==> src/rtl/time_set_ctrl_pkg.sv <==
// Shared encodings for the time-setting controller: mode values, digit indices,
// simulation timebase overrides and the digit one-hot helper.
package time_set_ctrl_pkg;

  localparam logic [1:0] MODE_RUN       = 2'b00;
  localparam logic [1:0] MODE_SET_TIME  = 2'b01;
  localparam logic [1:0] MODE_SET_ALARM = 2'b10;

  typedef enum logic [1:0] {
    StRun      = MODE_RUN,
    StSetTime  = MODE_SET_TIME,
    StSetAlarm = MODE_SET_ALARM
  } mode_e;

  // Digit indices, most significant (hour tens) first.
  localparam logic [2:0] DIG_HT = 3'd5;
  localparam logic [2:0] DIG_HU = 3'd4;
  localparam logic [2:0] DIG_MT = 3'd3;
  localparam logic [2:0] DIG_MU = 3'd2;
  localparam logic [2:0] DIG_ST = 3'd1;
  localparam logic [2:0] DIG_SU = 3'd0;

  localparam int unsigned SIM_CNT_1S     = 50;
  localparam int unsigned SIM_BLINK_HALF = 25;

  function automatic logic [5:0] dig_onehot(input logic [2:0] dig);
    return 6'(6'b1 << dig);
  endfunction

endpackage

==> src/rtl/time_set_ctrl_tick_gen.sv <==
// Free-running 0..Term-1 counter with synchronous clear; wrap is high while the
// counter sits on its terminal value.
module time_set_ctrl_tick_gen #(
  parameter int unsigned Term = 2
) (
  input  logic clk,
  input  logic rst_n,
  input  logic clr,
  output logic wrap
);

  localparam int unsigned W = (Term > 1) ? $clog2(Term) : 1;
  localparam logic [W-1:0] Last = W'(Term - 1);

  logic [W-1:0] cnt_q;

  assign wrap = (cnt_q == Last);

  always_ff @(posedge clk or negedge rst_n) begin
    if (!rst_n) begin
      cnt_q <= '0;
    end else if (clr || (cnt_q == Last)) begin
      cnt_q <= '0;
    end else begin
      cnt_q <= cnt_q + 1'b1;
    end
  end

endmodule

==> src/rtl/time_set_ctrl.sv <==
// Run / set-time / set-alarm mode sequencer driven by key press pulses.
// Define ALARM_SET_EN to enable the set-alarm mode and commit_alarm strobe.
module time_set_ctrl
  import time_set_ctrl_pkg::*;
#(
  parameter int unsigned CNT_1S     = 50_000_000,
  parameter int unsigned BLINK_HALF = 25_000_000,
  parameter int unsigned TIMEOUT_S  = 10
) (
  input  logic       sysclk,
  input  logic       rst_n,
  input  logic       long_pression1,
  input  logic       short_pression1,
  input  logic       long_pression0,
  input  logic       short_pression0,
  output logic [1:0] mode,
  output logic       valid_sd,
  output logic [5:0] twinkle,
  output logic [5:0] inc_en,
  output logic       commit_time,
  output logic       commit_alarm,
  output logic       abort
);

  localparam int unsigned IdleW = $clog2(TIMEOUT_S + 1);

  mode_e            state_q, state_d;
  logic [2:0]       sel_q, sel_d;
  logic             phase_q, phase_d;
  logic [IdleW-1:0] idle_q, idle_d;
  logic [5:0]       twinkle_d, inc_d;
  logic             commit_time_d, abort_d;
  logic             blink_clr, blink_wrap, sec_clr, sec_wrap;

  time_set_ctrl_tick_gen #(
    .Term (BLINK_HALF)
  ) u_blink_tick (
    .clk   (sysclk),
    .rst_n (rst_n),
    .clr   (blink_clr),
    .wrap  (blink_wrap)
  );

  time_set_ctrl_tick_gen #(
    .Term (CNT_1S)
  ) u_sec_tick (
    .clk   (sysclk),
    .rst_n (rst_n),
    .clr   (sec_clr),
    .wrap  (sec_wrap)
  );

`ifdef ALARM_SET_EN
  logic commit_alarm_d;
`endif

  always_comb begin
    state_d       = state_q;
    sel_d         = sel_q;
    idle_d        = idle_q;
    inc_d         = '0;
    commit_time_d = 1'b0;
    abort_d       = 1'b0;
    blink_clr     = 1'b0;
    sec_clr       = 1'b0;
`ifdef ALARM_SET_EN
    commit_alarm_d = 1'b0;
`endif
    unique case (state_q)
      StRun: begin
        // Timebases held cleared so every set-mode entry starts fresh.
        blink_clr = 1'b1;
        sec_clr   = 1'b1;
        idle_d    = '0;
        sel_d     = DIG_HT;
        if (long_pression1) begin
          state_d = StSetTime;
        end
`ifdef ALARM_SET_EN
        else if (long_pression0) begin
          state_d = StSetAlarm;
        end
`endif
      end
      StSetTime, StSetAlarm: begin
        if (short_pression0) begin
          state_d = StRun;
          sec_clr = 1'b1;
          idle_d  = '0;
`ifdef ALARM_SET_EN
          if (state_q == StSetAlarm) commit_alarm_d = 1'b1;
          else commit_time_d = 1'b1;
`else
          commit_time_d = 1'b1;
`endif
        end else if (long_pression1) begin
          inc_d   = dig_onehot(sel_q);
          sec_clr = 1'b1;
          idle_d  = '0;
        end else if (short_pression1) begin
          sel_d     = (sel_q == DIG_SU) ? DIG_HT : sel_q - 3'd1;
          blink_clr = 1'b1;
          sec_clr   = 1'b1;
          idle_d    = '0;
        end else if (idle_q == IdleW'(TIMEOUT_S)) begin
          state_d = StRun;
          abort_d = 1'b1;
        end else if (sec_wrap) begin
          idle_d = idle_q + 1'b1;
        end
      end
      default: state_d = StRun;
    endcase
  end

  // Kept apart from the FSM block so the tick wrap never feeds back into its clear.
  always_comb begin
    phase_d = phase_q;
    if (blink_clr) begin
      phase_d = 1'b0;
    end else if (blink_wrap) begin
      phase_d = ~phase_q;
    end
    twinkle_d = '0;
    if ((state_d != StRun) && !phase_d) begin
      twinkle_d = dig_onehot(sel_d);
    end
  end

  always_ff @(posedge sysclk or negedge rst_n) begin
    if (!rst_n) begin
      state_q     <= StRun;
      sel_q       <= DIG_HT;
      phase_q     <= 1'b0;
      idle_q      <= '0;
      valid_sd    <= 1'b1;
      twinkle     <= '0;
      inc_en      <= '0;
      commit_time <= 1'b0;
      abort       <= 1'b0;
    end else begin
      state_q     <= state_d;
      sel_q       <= sel_d;
      phase_q     <= phase_d;
      idle_q      <= idle_d;
      valid_sd    <= (state_d == StRun);
      twinkle     <= twinkle_d;
      inc_en      <= inc_d;
      commit_time <= commit_time_d;
      abort       <= abort_d;
    end
  end

`ifdef ALARM_SET_EN
  always_ff @(posedge sysclk or negedge rst_n) begin
    if (!rst_n) begin
      commit_alarm <= 1'b0;
    end else begin
      commit_alarm <= commit_alarm_d;
    end
  end
`else
  assign commit_alarm = 1'b0;
`endif

  assign mode = state_q;

endmodule

==> config.mk <==
export PLATFORM = sky130hd
export DESIGN_NAME = time_set_ctrl
export DESIGN_NICKNAME = d
export VERILOG_FILES = /design/src/rtl/time_set_ctrl_pkg.sv /design/src/rtl/time_set_ctrl_tick_gen.sv /design/src/rtl/time_set_ctrl.sv
export SDC_FILE = /design/constraint.sdc
export NUM_CORES = 1
export LEC_CHECK = 0
export ABC_AREA = 1
export BUFFER_PORTS_ARGS = -buffer_cell sky130_fd_sc_hd__clkbuf_2
export CORE_MARGIN = 10
export CORE_UTILIZATION = 60
export CTS_CLUSTER_DIAMETER = 60
export CTS_CLUSTER_SIZE = 10
export DETAILED_ROUTE_END_ITERATION = 6
export PLACE_DENSITY = 0.79
export SLEW_MARGIN = 20
export SYNTH_ARGS = -nofsm -noshare
export SYNTH_HDL_FRONTEND = slang
export SYNTH_SLANG_ARGS = --single-unit
==> constraint.sdc <==
create_clock -name sysclk -period 1.75 [get_ports sysclk]
set_input_delay 0.35 -clock sysclk [delete_from_list [all_inputs] [get_ports sysclk]]
set_output_delay 0.35 -clock sysclk [all_outputs]
set_load 0.01 [all_outputs]
# --- Yosys cells after proc, flatten, opt, wreduce, memory -nomap -nowiden ---
# Index checks and enable logic that the tools add are counted.
word_totals:
  output_inout_bits: 18
  regBits: 76
  inputBits: 6
op_classes:
  reduce_logical: 11
  eq_ne: 7
  addsub: 4
  n_bitwise: 1
  n_mux: 39
  shift: 2
ops:
  columns: ["op", "n"]
  rows:
  - ["adder 26 x 1 -> 26 bit (second input constant)", 1]
  - ["== test 26 bit (second input constant)", 1]
  - ["two-way mux 26 bit", 1]
  - ["adder 25 x 1 -> 25 bit (second input constant)", 1]
  - ["== test 25 bit (second input constant)", 1]
  - ["two-way mux 25 bit", 1]
  - ["two-way mux 6 bit", 4]
  - ["two-way mux 4 bit", 5]
  - ["two-way mux 1 bit", 14]
  - ["two-way mux 3 bit", 4]
  - ["<< shifter 1 x 3 -> 6 bit (first input constant)", 2]
  - ["two-way mux 2 bit", 5]
  - ["!= test 5 bit (second input constant)", 2]
  - ["case mux 4 bit (2 select lines)", 1]
  - ["case mux 3 bit (2 select lines)", 1]
  - ["adder 4 x 1 -> 4 bit (second input constant)", 1]
  - ["== test 4 bit (second input constant)", 1]
  - ["zero test 2 bit", 2]
  - ["case mux 1 bit (2 select lines)", 2]
  - ["case mux 2 bit (2 select lines)", 1]
  - ["nonzero test 2 bit", 2]
  - ["zero test 3 bit", 1]
  - ["AND reduction 3 bit", 1]
  - ["subtractor 3 x 1 -> 3 bit (second input constant)", 1]
  - ["7 further kinds", 8]

# --- Logic depth before layout (Yosys ltp) ---
# Gate-level depths: netlist (run 1).
logic_depth:
  word_depth: 9
  depth_mapped: 10
  ltp_nobuf: 10

# --- Hierarchy ---
# From an unflattened synthesis (run 1), not the netlist that was laid out.
hier_totals:
  cells_unflattened: 598
  hier_area_um2: 4360.4
by_module_without_submodules:
  columns: ["module", "instances", "area_each_um2", "cells_each"]
  rows:
  - ["time_set_ctrl_tick_gen (u_sec_tick)", 1, 1579.0, 228]
  - ["time_set_ctrl_tick_gen (u_blink_tick)", 1, 1500.2, 217]
  - ["time_set_ctrl", 1, 1281.2, 153]

# --- Least setup slack after synthesis (run 1) ---
# OpenSTA, ideal clock, no wires.
synth_path:
  path_type: "register to register"
  startpoint: "reg state_q[0] (netlist: mode[0])"
  endpoint: "reg u_sec_tick.cnt_q[18]"
  required_time_ps: 1679
  slack_ps: 86
  stages_incl_launch_ff: 9
  n_path_buf: 1
  synth_period_minus_slack_ps: 1664
  setup_time_ps: 71
  t_arrival_ps: 1593
  path_cell_list: "dfrtp_1 inv_1 ha_1 nor2_1 nor2_4 o21ai_1 nand2_4 buf_6 nor2_1"
synth_via:
  elab_chain_cells: 5
synth_lines:
  columns: ["element", "line_no", "source"]
  rows:
  - ["start, declared", "time_set_ctrl.sv:27", "mode_e state_q, state_d;"]
  - ["start signal, assigned", "time_set_ctrl.sv:132", "state_q <= StRun;"]
  - ["start signal, assigned", "time_set_ctrl.sv:142", "state_q <= state_d;"]
  - ["== test 2 x 1 -> 1 bit / == test 2 bit (equally long branches)", "time_set_ctrl.sv:69", "unique case (state_q)"]
  - ["OR reduction 2 bit", "time_set_ctrl.sv:69", null]
  - ["case mux 1 bit (2 select lines) (*)", "time_set_ctrl.sv:69", null]
  - ["logical OR 1 bit (*)", "time_set_ctrl_tick_gen.sv:22", "end else if (clr || (cnt_q == Last)) begin"]
  - ["two-way mux 26 bit (*)", "time_set_ctrl_tick_gen.sv:22", null]
  - ["end signal, assigned", "time_set_ctrl_tick_gen.sv:25", "cnt_q <= cnt_q + 1'b1;"]
  - ["end, declared", "time_set_ctrl_tick_gen.sv:15", "logic [W-1:0] cnt_q;"]
# Mark *: on every way between the ends. The rest lies on a longest branch, timed or not.
# A chain may end at the register's enable or synchronous reset.

# --- Final worst setup path (run 1) ---
layout_path:
  startpoint: "reg state_q[1] (netlist: mode[1])"
  endpoint: "reg u_sec_tick.cnt_q[12]"
# The elaborated chain is that of the path after synthesis.

==> flow_metrics.tcl, run 1 <==
set metrics [dict create \
    p_leak_nw 2.24 \
    crit_family "simple AND/OR/NAND/NOR gates" \
    yosys_warnings 0 \
    synthCells 578 \
    status "finished, final reports clean" \
    synth_nets 590 \
    stdcell_area_sq_mm 0.00491 \
    io_pins 24 \
    cts_root_buf "clkbuf_8" \
    power.internal_mw 3.31 \
    core_sq_mm 0.00683 \
    grt_pass1_vias 3794 \
    crit_required_ns 2.02 \
    ctsLongestPathBuffers 2 \
    wire_per_inst_um 13.5 \
    drv_cap 0 \
    drcViolationCount 0 \
    yosysSeqAreaShare_pct 44.7 \
    clk_latency_ns 0.35 \
    antenna_cells 0 \
    tns_ns 0 \
    pwr-share-clk_pct 29.7 \
    fin_crit_sh_pct 94.0 \
    grt_usage_pct 18.4 \
    cts_tree "yes" \
    cpMostUsedCell "nor2_4" \
    rows 30 \
    cts_buffers 9 \
    port_buffers 21 \
    final_cell_mix "nand2_1 (144), nor2_1 (132), dfrtp_1 (73)" \
    critPathSlowestCell "dfrtp_1" \
    holdCritStartpoint "short_pression0" \
    wl_um 9770 \
    via_per_inst 5.25 \
    start_util_pct 62.4 \
    final_util_pct 71.9 \
    slew_viol_final 0 \
    ant_nets 0 \
    skew_ns 0.0112 \
    pre_cts_ws_ns 0.0317 \
    drive_gt1_share_pct 14.8 \
    mappedNetlistArea_sq_mm 0.00426 \
    layout_min_cycle_time_ns 1.65 \
    avgSynthCellArea_sq_um 7.37 \
    drtIter0Drc 195 \
    synth_ff_type "dfrtp_1" \
    dr.pass1.iters 5 \
    grt-ovfl-total 0 \
    critPathMaxStageDelay_ns 0.39 \
    rr_startpoint "mode[1]" \
    end_kind "flip-flop" \
    post-route-worst-setup-slack_ns 0.105 \
    holdPathEnd "commit_time" \
    r2r-end "u_sec_tick.cnt_q[12]" \
    power_frac_comb_pct 30.2 \
    final_nets 637 \
    gp_congestion 1.00 \
    h-tree-depth 3 \
    p_sw_mw 1.74 \
    dpl_cell_area_sq_mm 0.00460 \
    p_sw_share_pct 34.5 \
    fmax_mhz 608 \
    critPathMaxFanout 12 \
    critPathKind "reg2reg" \
    clkSlewWorstSetupHoldPaths_ns 0.08 \
    hold_class "in2reg" \
    die_w_um 104 \
    synth_edf_count 0 \
    powerDensity_mw_per_mm2 1030 \
    dp_hpwl_um 7390 \
    ys_types 32 \
    cp_cell_sequence "inv_1 > ha_4 > nor2_4 > nor2_4 > o21ai_1 > nand2_8 > buf_4 > nor2_1" \
    cp-start-kind "flip-flop" \
    peakVddDrop_uv 1150 \
    antenna_found_initial 0 \
    grt_pass1_wl_um 17000 \
    die-area_sq_mm 0.0109 \
    grt_max_degree 28 \
    min_path_cells 3 \
    ff2ff_path_depth 8 \
    crit_buf_inv 2 \
    setup_violations 0 \
    seqPwrFrac_pct 40.1 \
    synth_seq_cells 76 \
    fp.dieH_um 104 \
    area_delta_synth_final_pct 15.2 \
    power_mw 5.05 \
    vias 3812 \
    final_common_cell "nand2_1" \
    hold_violations 0 \
    arrival_ns 1.92 \
    r2r_slack_ns 0.10 \
    clock_sinks 76 \
    ys_async_sr_fraction_pct 100 \
]
==> tightest hold or removal path: stages <==
cell	delay [ns]
clkbuf_2	0.11
nand2_1	0.07
inv_1	0.04
==> routing by layer <==
metal | GRT usage, % | up-vias | wire length [um]
met2 | 29.2 | 127 | 4540
met1 | 23.7 | 1785 | 4310
met4 | 5.07 | 0 | 150
met5 | 0 | - | 0
met3 | 5.33 | 22 | 763
li1 | - | 1878 | -
==> power groups by stage <==
stage / combinational [mW] / sequential [mW] / clock, mW
after CTS: 1.40 / 2.03 / 1.51
final: 1.53 / 2.03 / 1.50
after global placement: 1.34 / 2.05 / 0
after global routing: 1.73 / 2.05 / 1.60
after floorplan: 0.864 / 2.10 / 0
after detailed placement: 1.39 / 2.06 / 0
==> timing repair <==
action | 4_1_cts | 5_1_grt
hold buffers | 1 | 0
endpoints found under the hold margin | 23 | 0
setup buffers | 0 | 1
gates resized for setup | 0 | 17
setup endpoints to repair | 0 | 38
==> logic make-up (layout without fill, tap and decap cells) <==
kind of cell | after synthesis | in the layout | synth area share (%)
buffers and inverters | 78 | 130 | 7.67
XOR/XNOR | 26 | 26 | 5.35
adder cells (fa/ha/maj) | 6 | 6 | 1.76
other | 1 | 1 | 0.0880
AND/OR/NAND/NOR | 368 | 368 | 37.3
flip-flops | 76 | 76 | 44.7
AO/OA/AOI/OAI | 23 | 23 | 3.14
==> per-stage QoR <==
| stage | hold slack (ns) | instances |
|---|---|---|
| 6_report | 0.268 | 726 |
| 5_1_grt | 0.283 | 726 |
| 3_3_place_gp | 0.274 | 708 |
| 3_5_place_dp | 0.282 | 708 |
| 4_1_cts | 0.265 | 725 |
| 2_1_floorplan | 0.0544 | 578 |
==> synth_stat cells, types with 3 or more instances <==
library cell	number	area, sq um
nor2_2	3	18.8
nand2_2	9	56.3
nand3_1	34	170
ha_1	6	75.1
o21ai_0	4	20.0
nor3b_1	5	37.5
nor3_1	17	85.1
xor2_1	19	166
dfrtp_1	73	1830
nor2_4	4	45.0
dfstp_2	3	78.8
a21oi_1	11	55.1
nor2_1	133	499
nand4_1	12	75.1
buf_6	4	45.0
nand2_1	146	548
inv_1	72	270
xnor2_1	7	61.3
==> area by class of cell <==
| cell class | instances | area (sq um) |
|---|---|---|
| clock buffer | 9 | 124 |
| clock inverter | 7 | 100 |
| fill | 562 | 1920 |
| inverter | 73 | 274 |
| multi-input combinational | 424 | 2100 |
| sequential | 76 | 1910 |
| tap | 96 | 120 |
| timing repair buffer | 41 | 285 |
==> state kept, by name, indices dropped and copies added (netlist names), 2 cells and up <==
signal              cells
mode                    2
idle_q                  4
twinkle                 6
u_sec_tick.cnt_q       26
sel_q                   3
inc_en                  6
u_blink_tick.cnt_q     25
==> how the worst max path moves through the flow <==
| stage | startpoint | endpoint | slack [ns] | depth (start not counted) |
|---|---|---|---|---|
| 2_1_floorplan | mode[0] | u_sec_tick.cnt_q[18] | 0.09 | 8 |
| 3_3_place_gp | mode[0] | u_sec_tick.cnt_q[11] | 0.06 | 8 |
| 3_5_place_dp | mode[0] | u_sec_tick.cnt_q[12] | 0.03 | 8 |
| 4_1_cts | mode[0] | u_sec_tick.cnt_q[12] | 0.005 | 8 |
| 5_1_grt | mode[1] | u_sec_tick.cnt_q[16] | -0.003 | 8 |
| 6_report | mode[1] | u_sec_tick.cnt_q[12] | 0.10 | 8 |
Note: power is estimated with default switching activity, not from simulation.
==> run 2, diff against run 1 <==
--- a/config.mk
+++ b/config.mk
@@ -7,13 +7,14 @@
 export LEC_CHECK = 0
 export ABC_AREA = 1
 export BUFFER_PORTS_ARGS = -buffer_cell sky130_fd_sc_hd__clkbuf_2
+export CORE_ASPECT_RATIO = 0.75
 export CORE_MARGIN = 10
 export CORE_UTILIZATION = 60
 export CTS_CLUSTER_DIAMETER = 60
 export CTS_CLUSTER_SIZE = 10
 export DETAILED_ROUTE_END_ITERATION = 6
 export PLACE_DENSITY = 0.79
-export SLEW_MARGIN = 20
 export SYNTH_ARGS = -nofsm -noshare
 export SYNTH_HDL_FRONTEND = slang
+export SYNTH_HIERARCHICAL = 1
 export SYNTH_SLANG_ARGS = --single-unit
==> run 2 against run 1 <==
The run now ends with negative setup slack left. First-iteration DRC count is 120% higher. Sequential share of layout area is 3.0 points lower. Critical path depth is 3 higher. Synthesized cell count is 3.5% higher. Routed wire length is 11% higher. Combinational power is 4% higher. Power is 2.4% lower. Count of clock-buffer cells in the layout stayed put. Die area is 2.2% higher. Critical path type unchanged.
==> flow_metrics.tcl, run 2 <==
set metrics [dict create \
    status "complete, but fails checks" \
    violations "negative setup slack" \
    holdWs_ns 0.280 \
    h-tree-depth 3 \
    critPathMaxStageDelay_ns 0.37 \
    antenna_cells 0 \
    via_per_inst 5.20 \
    synth_seq_cells 76 \
    area_delta_synth_final_pct 22.0 \
    synth_edf_count 0 \
    r2r-end "idle_q[3]" \
    gp_congestion 0.990 \
    final_nets 698 \
    cpMostUsedCell "nand2_2" \
    vias 4095 \
    hold_violations 0 \
    ys_types 28 \
    layout_min_cycle_time_ns 1.81 \
    mappedNetlistArea_sq_mm 0.00436 \
    crit_required_ns 2.01 \
    grt_usage_pct 19.5 \
    clkSlewWorstSetupHoldPaths_ns 0.09 \
    fillers 479 \
    synthCells 598 \
    rr_startpoint "u_sec_tick/cnt_q[0]" \
    cp-start-kind "flip-flop" \
    holdCritStartpoint "short_pression0" \
    core_sq_mm 0.00693 \
    peakVddDrop_uv 772 \
    yosys_warnings 6 \
    drive_gt1_share_pct 22.5 \
    avgSynthCellArea_sq_um 7.29 \
    p_leak_nw 2.50 \
    slew_viol_final 0 \
    drv_cap 0 \
    fp.dieH_um 93.8 \
    drtIter0Drc 420 \
    hold_class "in2reg" \
    powerDensity_mw_per_mm2 927 \
    cp_cell_sequence "ha_2 > nand3_2 > nor2_2 > nand2_2 > nor3_4 > buf_6 > o21ai_4 > nor2_4 > nand2_2 > o22ai_2 > nor2_1" \
    largest-register "u_sec_tick/cnt_q" \
    crit_buf_inv 1 \
    end_kind "flip-flop" \
    skew_ns 0.0110 \
    min_path_cells 3 \
    setup_violations 3 \
    grt-ovfl-total 0 \
    post-route-worst-setup-slack_ns -0.0578 \
    wl_um 10800 \
    yosysTopAreaCellShare_pct 41.9 \
    ant_nets 0 \
    wire_per_inst_um 13.7 \
    crit_start "u_sec_tick/cnt_q[0]" \
    rows 26 \
    synthTopCellsByArea "dfrtp_1 (42%), nand2_1 (15%), nor2_1 (12%)" \
    grt_pass1_wl_um 18100 \
    ctsLongestPathBuffers 2 \
    drcViolationCount 0 \
    die_w_um 118 \
    pre_cts_ws_ns -0.214 \
    cts_tree "yes" \
    fmax_mhz 553 \
    clk_latency_ns 0.37 \
    ff2ff_path_depth 11 \
    grt_max_degree 34 \
    die-area_sq_mm 0.0111 \
    holdPathEnd "commit_time" \
    cp.depth 11 \
    reg_top3 "u_sec_tick/cnt_q x26, u_blink_tick/cnt_q x25" \
    synth_nets 611 \
    synth_ff_type "dfrtp_1" \
    largest_register_ffs 26 \
    final_common_cell "nand2_1" \
    final_cell_mix "nand2_1 (167), nor2_1 (132), dfrtp_1 (73)" \
    critPathSlowestCell "dfrtp_1" \
    port_buffers 21 \
    ys_async_sr_fraction_pct 100 \
    r2r_slack_ns -0.06 \
    antenna_found_initial 0 \
    critPathKind "reg2reg" \
    cts_root_buf "clkbuf_8" \
    grt_pass1_vias 3992 \
    rsz0062_at_grt "true" \
    start_util_pct 62.9 \
    synthTopCellsByCount "nand2_1 (172), nor2_1 (135), dfrtp_1 (73)" \
    dr.pass1.iters 5 \
    cts_buffers 9 \
    yosysTopAreaCell "dfrtp_1" \
    dp_hpwl_um 7900 \
    yosysSeqAreaShare_pct 43.7 \
    arrival_ns 2.06 \
    critPathMaxFanout 5 \
    crit_family "simple AND/OR/NAND/NOR gates" \
    yosysMostFrequentCell "nand2_1" \
    fin_crit_sh_pct 103 \
    clock_sinks 76 \
    io_pins 24 \
    final_util_pct 76.7 \
]
run 2: cell count changes after synthesis, sizes merged, moves of 2 or more:
cell | previous run | this run
nor3b | 5 | 0
nand3 | 36 | 40
nor2 | 140 | 151
xor2 | 19 | 17
nand4 | 12 | 4
xnor2 | 7 | 13
a21oi | 11 | 6
a211oi | 2 | 0
nand2 | 156 | 181
nor3 | 17 | 12
run 2: routing by layer:
metal	global-route usage, %	vias to the layer above	share of wire [%]
li1	-	1993	-
met1	25.3	1897	44
met2	31.4	175	45
met3	5.17	30	8.6
met4	6.19	0	2.0
met5	0	-	0
run 2: what timing repair did:
| item | 4_1_cts | 5_1_grt |
|---|---|---|
| hold buffers | 1 | 0 |
| pin swaps | 5 | 8 |
| hold endpoints to repair | 27 | 0 |
| resized for setup | 7 | 18 |
| setup endpoints to repair | 5 | 59 |
| setup buffers | 3 | 4 |
run 2: report_power, final:
| group | switching (mW) | leakage (nW) | internal (mW) | total [mW] |
|---|---|---|---|---|
| Combinational | 0.995 | 1.36 | 0.598 | 1.59 |
| Sequential | 0.102 | 1.04 | 1.92 | 2.02 |
| Clock | 0.764 | 0.0947 | 0.552 | 1.32 |
run 2: cells by family after synthesis:
logic type	synth area share, %
simple gates	38.3
other cells	0.0860
compound gates	2.21
flops	43.7
buf+inv	7.66
fa+ha+maj	2.01
xor+xnor	6.03
run 2: tightest hold or removal path: stages:
cell and delay, ns:
clkbuf_2 0.14, nand2_1 0.08, inv_1 0.03
run 2: how the worst max path moves through the flow:
stage / end / slack [ns]
2_1_floorplan: idle_q[3] / 0.05
3_3_place_gp: idle_q[3] / -0.18
3_5_place_dp: idle_q[3] / -0.21
4_1_cts: u_sec_tick/cnt_q[20] / 0.02
5_1_grt: idle_q[3] / -0.16
6_report: idle_q[3] / -0.06
run 2: stage by stage:
stage	area, sq um	TNS (ns)	total power [mW]	std cells
3_5_place_dp	4960	-0.609	3.49	764
6_report	5320	-0.147	4.93	788
4_1_cts	5210	0	4.84	784
5_1_grt	5320	-1.59	5.22	788
3_3_place_gp	4960	-0.450	3.43	764
2_1_floorplan	4360	0	3.04	598
run 2: layout make-up:
cell class                      instances  area, sq um  area share (%)
Timing Repair Buffer                   81          602            11.3
Clock inverter                          7         65.1            1.22
Multi-Input combinational cell        443         2220            41.8
Tap cell                               98          123            2.31
Sequential cell                        76         1910            35.8
Inverter                               74          278            5.22
Clock buffer                            9          124            2.33
==> run 3, diff against run 2 <==
--- a/config.mk
+++ b/config.mk
@@ -16,5 +16,4 @@
 export PLACE_DENSITY = 0.79
 export SYNTH_ARGS = -nofsm -noshare
 export SYNTH_HDL_FRONTEND = slang
-export SYNTH_HIERARCHICAL = 1
 export SYNTH_SLANG_ARGS = --single-unit
==> run 3 against run 2 <==
The flow now finishes without violations. Routed wire length decreased by 5.6%. First-iteration DRC count decreased by 32%. Global-route usage decreased by 0.79 points. Sequential share of layout area increased by 3.2 points. Hold slack got worse by 0.023 ns. Sequential power about the same. Utilization decreased by 5.6 points. Clock skew increased by 0.0019 ns. Non-clock buffer count decreased by 41. Die area decreased by 1.9%. Maximum frequency increased by 11%. Largest power group unchanged. Highest routed layer unchanged.
==> flow_metrics.tcl, run 3 (synthesis gave the netlist of run 1 again) <==
set metrics [dict create \
    holdWs_ns 0.257 \
    wire_per_inst_um 14.0 \
    layout_min_cycle_time_ns 1.63 \
    rsz0062_at_grt "true" \
    port_buffers 21 \
    drv_cap 0 \
    cts_tree "yes" \
    antenna_found_initial 0 \
    grt_pass1_wl_um 16900 \
    clk_latency_ns 0.35 \
    p_sw_share_pct 35.6 \
    final_cell_mix "nand2_1 (141), nor2_1 (130), dfrtp_1 (73)" \
    seq_area_sq_mm 0.00191 \
    crit_family "flip-flops" \
    grt_usage_pct 18.7 \
    ff2ff_path_depth 9 \
    die-area_sq_mm 0.0109 \
    core_sq_mm 0.00686 \
    p_leak_nw 2.25 \
    setup_violations 0 \
    ant_nets 0 \
    end_kind "flip-flop" \
    gp_congestion 0.947 \
    multiInputGateArea_sq_mm 0.00211 \
    final_nets 638 \
    antenna_cells 0 \
    crit_buf_inv 3 \
    drive_gt1_share_pct 15.5 \
    skew_ns 0.0129 \
    largest_register_ffs 26 \
    power_frac_comb_pct 31.4 \
    ctsLongestPathBuffers 2 \
    holdCritStartpoint "short_pression0" \
    area_delta_synth_final_pct 14.6 \
    grt_pass1_vias 3530 \
    hold_violations 0 \
    fillers 573 \
    start_util_pct 62.1 \
    min_path_cells 3 \
    power.internal_mw 3.16 \
    p_sw_mw 1.75 \
    pwr-share-clk_pct 27.3 \
    cts_root_buf "clkbuf_8" \
    cts_buffers 9 \
    fp.dieH_um 93.0 \
    power_mw 4.91 \
    seqPwrFrac_pct 41.3 \
    post-route-worst-setup-slack_ns 0.115 \
    powerDensity_mw_per_mm2 1010 \
    fmax_mhz 612 \
    largest-register "u_sec_tick.cnt_q" \
    drtIter0Drc 286 \
    final_common_cell "nand2_1" \
    clkSlewWorstSetupHoldPaths_ns 0.08 \
    io_pins 24 \
    grt-ovfl-total 0 \
    status "finished, final reports clean" \
    cp-start-kind "flip-flop" \
    critPathSlowestCell "dfrtp_1" \
    cp.depth 9 \
    h-tree-depth 3 \
    final_util_pct 71.1 \
    crit_start "mode[0]" \
    crit_required_ns 2.03 \
    fin_crit_sh_pct 93.4 \
    dp_hpwl_um 7410 \
    via_per_inst 5.22 \
    rows 26 \
    peakVddDrop_uv 1050 \
    drcViolationCount 0 \
    arrival_ns 1.91 \
    critPathKind "reg2reg" \
    die_w_um 117 \
    wl_um 10200 \
    hold_class "in2reg" \
    grt_max_degree 35 \
    dr.pass1.iters 6 \
    rr_startpoint "mode[0]" \
    pre_cts_ws_ns 0.00686 \
    reg_top3 "u_sec_tick.cnt_q x26, u_blink_tick.cnt_q x25" \
    clock_sinks 76 \
    vias 3809 \
    critPathMaxStageDelay_ns 0.35 \
    slew_viol_final 0 \
    cp_cell_sequence "inv_1 > ha_1 > buf_4 > nand2_2 > inv_1 > o21ai_2 > a21oi_2 > nand2_2 > nor2_1" \
    critPathMaxFanout 6 \
]
## run 3: changes by cell type in the layout (fill, tap and decap cells not counted), moves of 5 or more
cell	delta
nor2_2	-6
nor3_1	+9
inv_1	+5
buf_4	-39
nand4_1	+8
nand2_1	-26
inv_2	-6
nor3b_1	+5
xnor2_1	-6
## run 3: final timing paths
path,slack [ns],end
worst max-delay path,0.12,twinkle[2]
max in group asynchronous,0.64,u_sec_tick.cnt_q[10]
worst min-delay path,0.26,commit_time
min in group asynchronous,0.49,u_sec_tick.cnt_q[12]
worst max register to register,0.12,twinkle[2]
worst min register to register,0.54,idle_q[1]
## run 3: cell type report
class	instances	area share [%]
sequential	76	39.0
tap	98	2.51
inverter	73	5.61
clock inverter	5	1.08
timing repair buffer	40	5.69
multi-input combinational	426	43.2
clock buffer	11	2.90
## run 3: stage by stage
step / TNS [ns] / std cells / instance area, sq um
6_report: 0 / 729 / 4880
4_1_cts: 0 / 724 / 4790
5_1_grt: -0.0375 / 729 / 4880
2_1_floorplan: 0 / 578 / 4260
3_5_place_dp: 0 / 706 / 4570
3_3_place_gp: 0 / 706 / 4570
## run 3: what timing repair did
| action | 4_1_cts | 5_1_grt |
|---|---|---|
| buffers inserted | 0 | 4 |
| pin swaps | 1 | 5 |
| gates resized for setup | 2 | 19 |
| endpoints found under the setup margin | 2 | 43 |
| endpoints found under the hold margin | 32 | 0 |
| cloned | 1 | 1 |
| hold buffers | 1 | 0 |
## run 3: per-layer routing
metal	vias up	global-route usage [%]	part of all wire [%]
li1	1887	-	-
met1	1765	27.2	48
met3	12	5.71	8.3
met2	145	26.9	43
met5	-	0	0
met4	0	3.53	0.64
## run 3: power by group through the flow
stage / registers [mW] / logic [mW] / clock network, mW
final: 2.03 / 1.54 / 1.34
after detailed placement: 2.06 / 1.34 / 0
after global routing: 2.05 / 1.73 / 1.45
after global placement: 2.05 / 1.31 / 0
after floorplan: 2.10 / 0.864 / 0
after CTS: 2.03 / 1.39 / 1.37
## run 3: worst reg2reg max path: stages, from the launching register on
cell and delay [ns]:
dfrtp_1 0.35, inv_1 0.05, ha_1 0.30, buf_4 0.14, nand2_2 0.09, inv_1 0.14, o21ai_2 0.08, a21oi_2 0.17
nand2_2 0.12, nor2_1 0.14
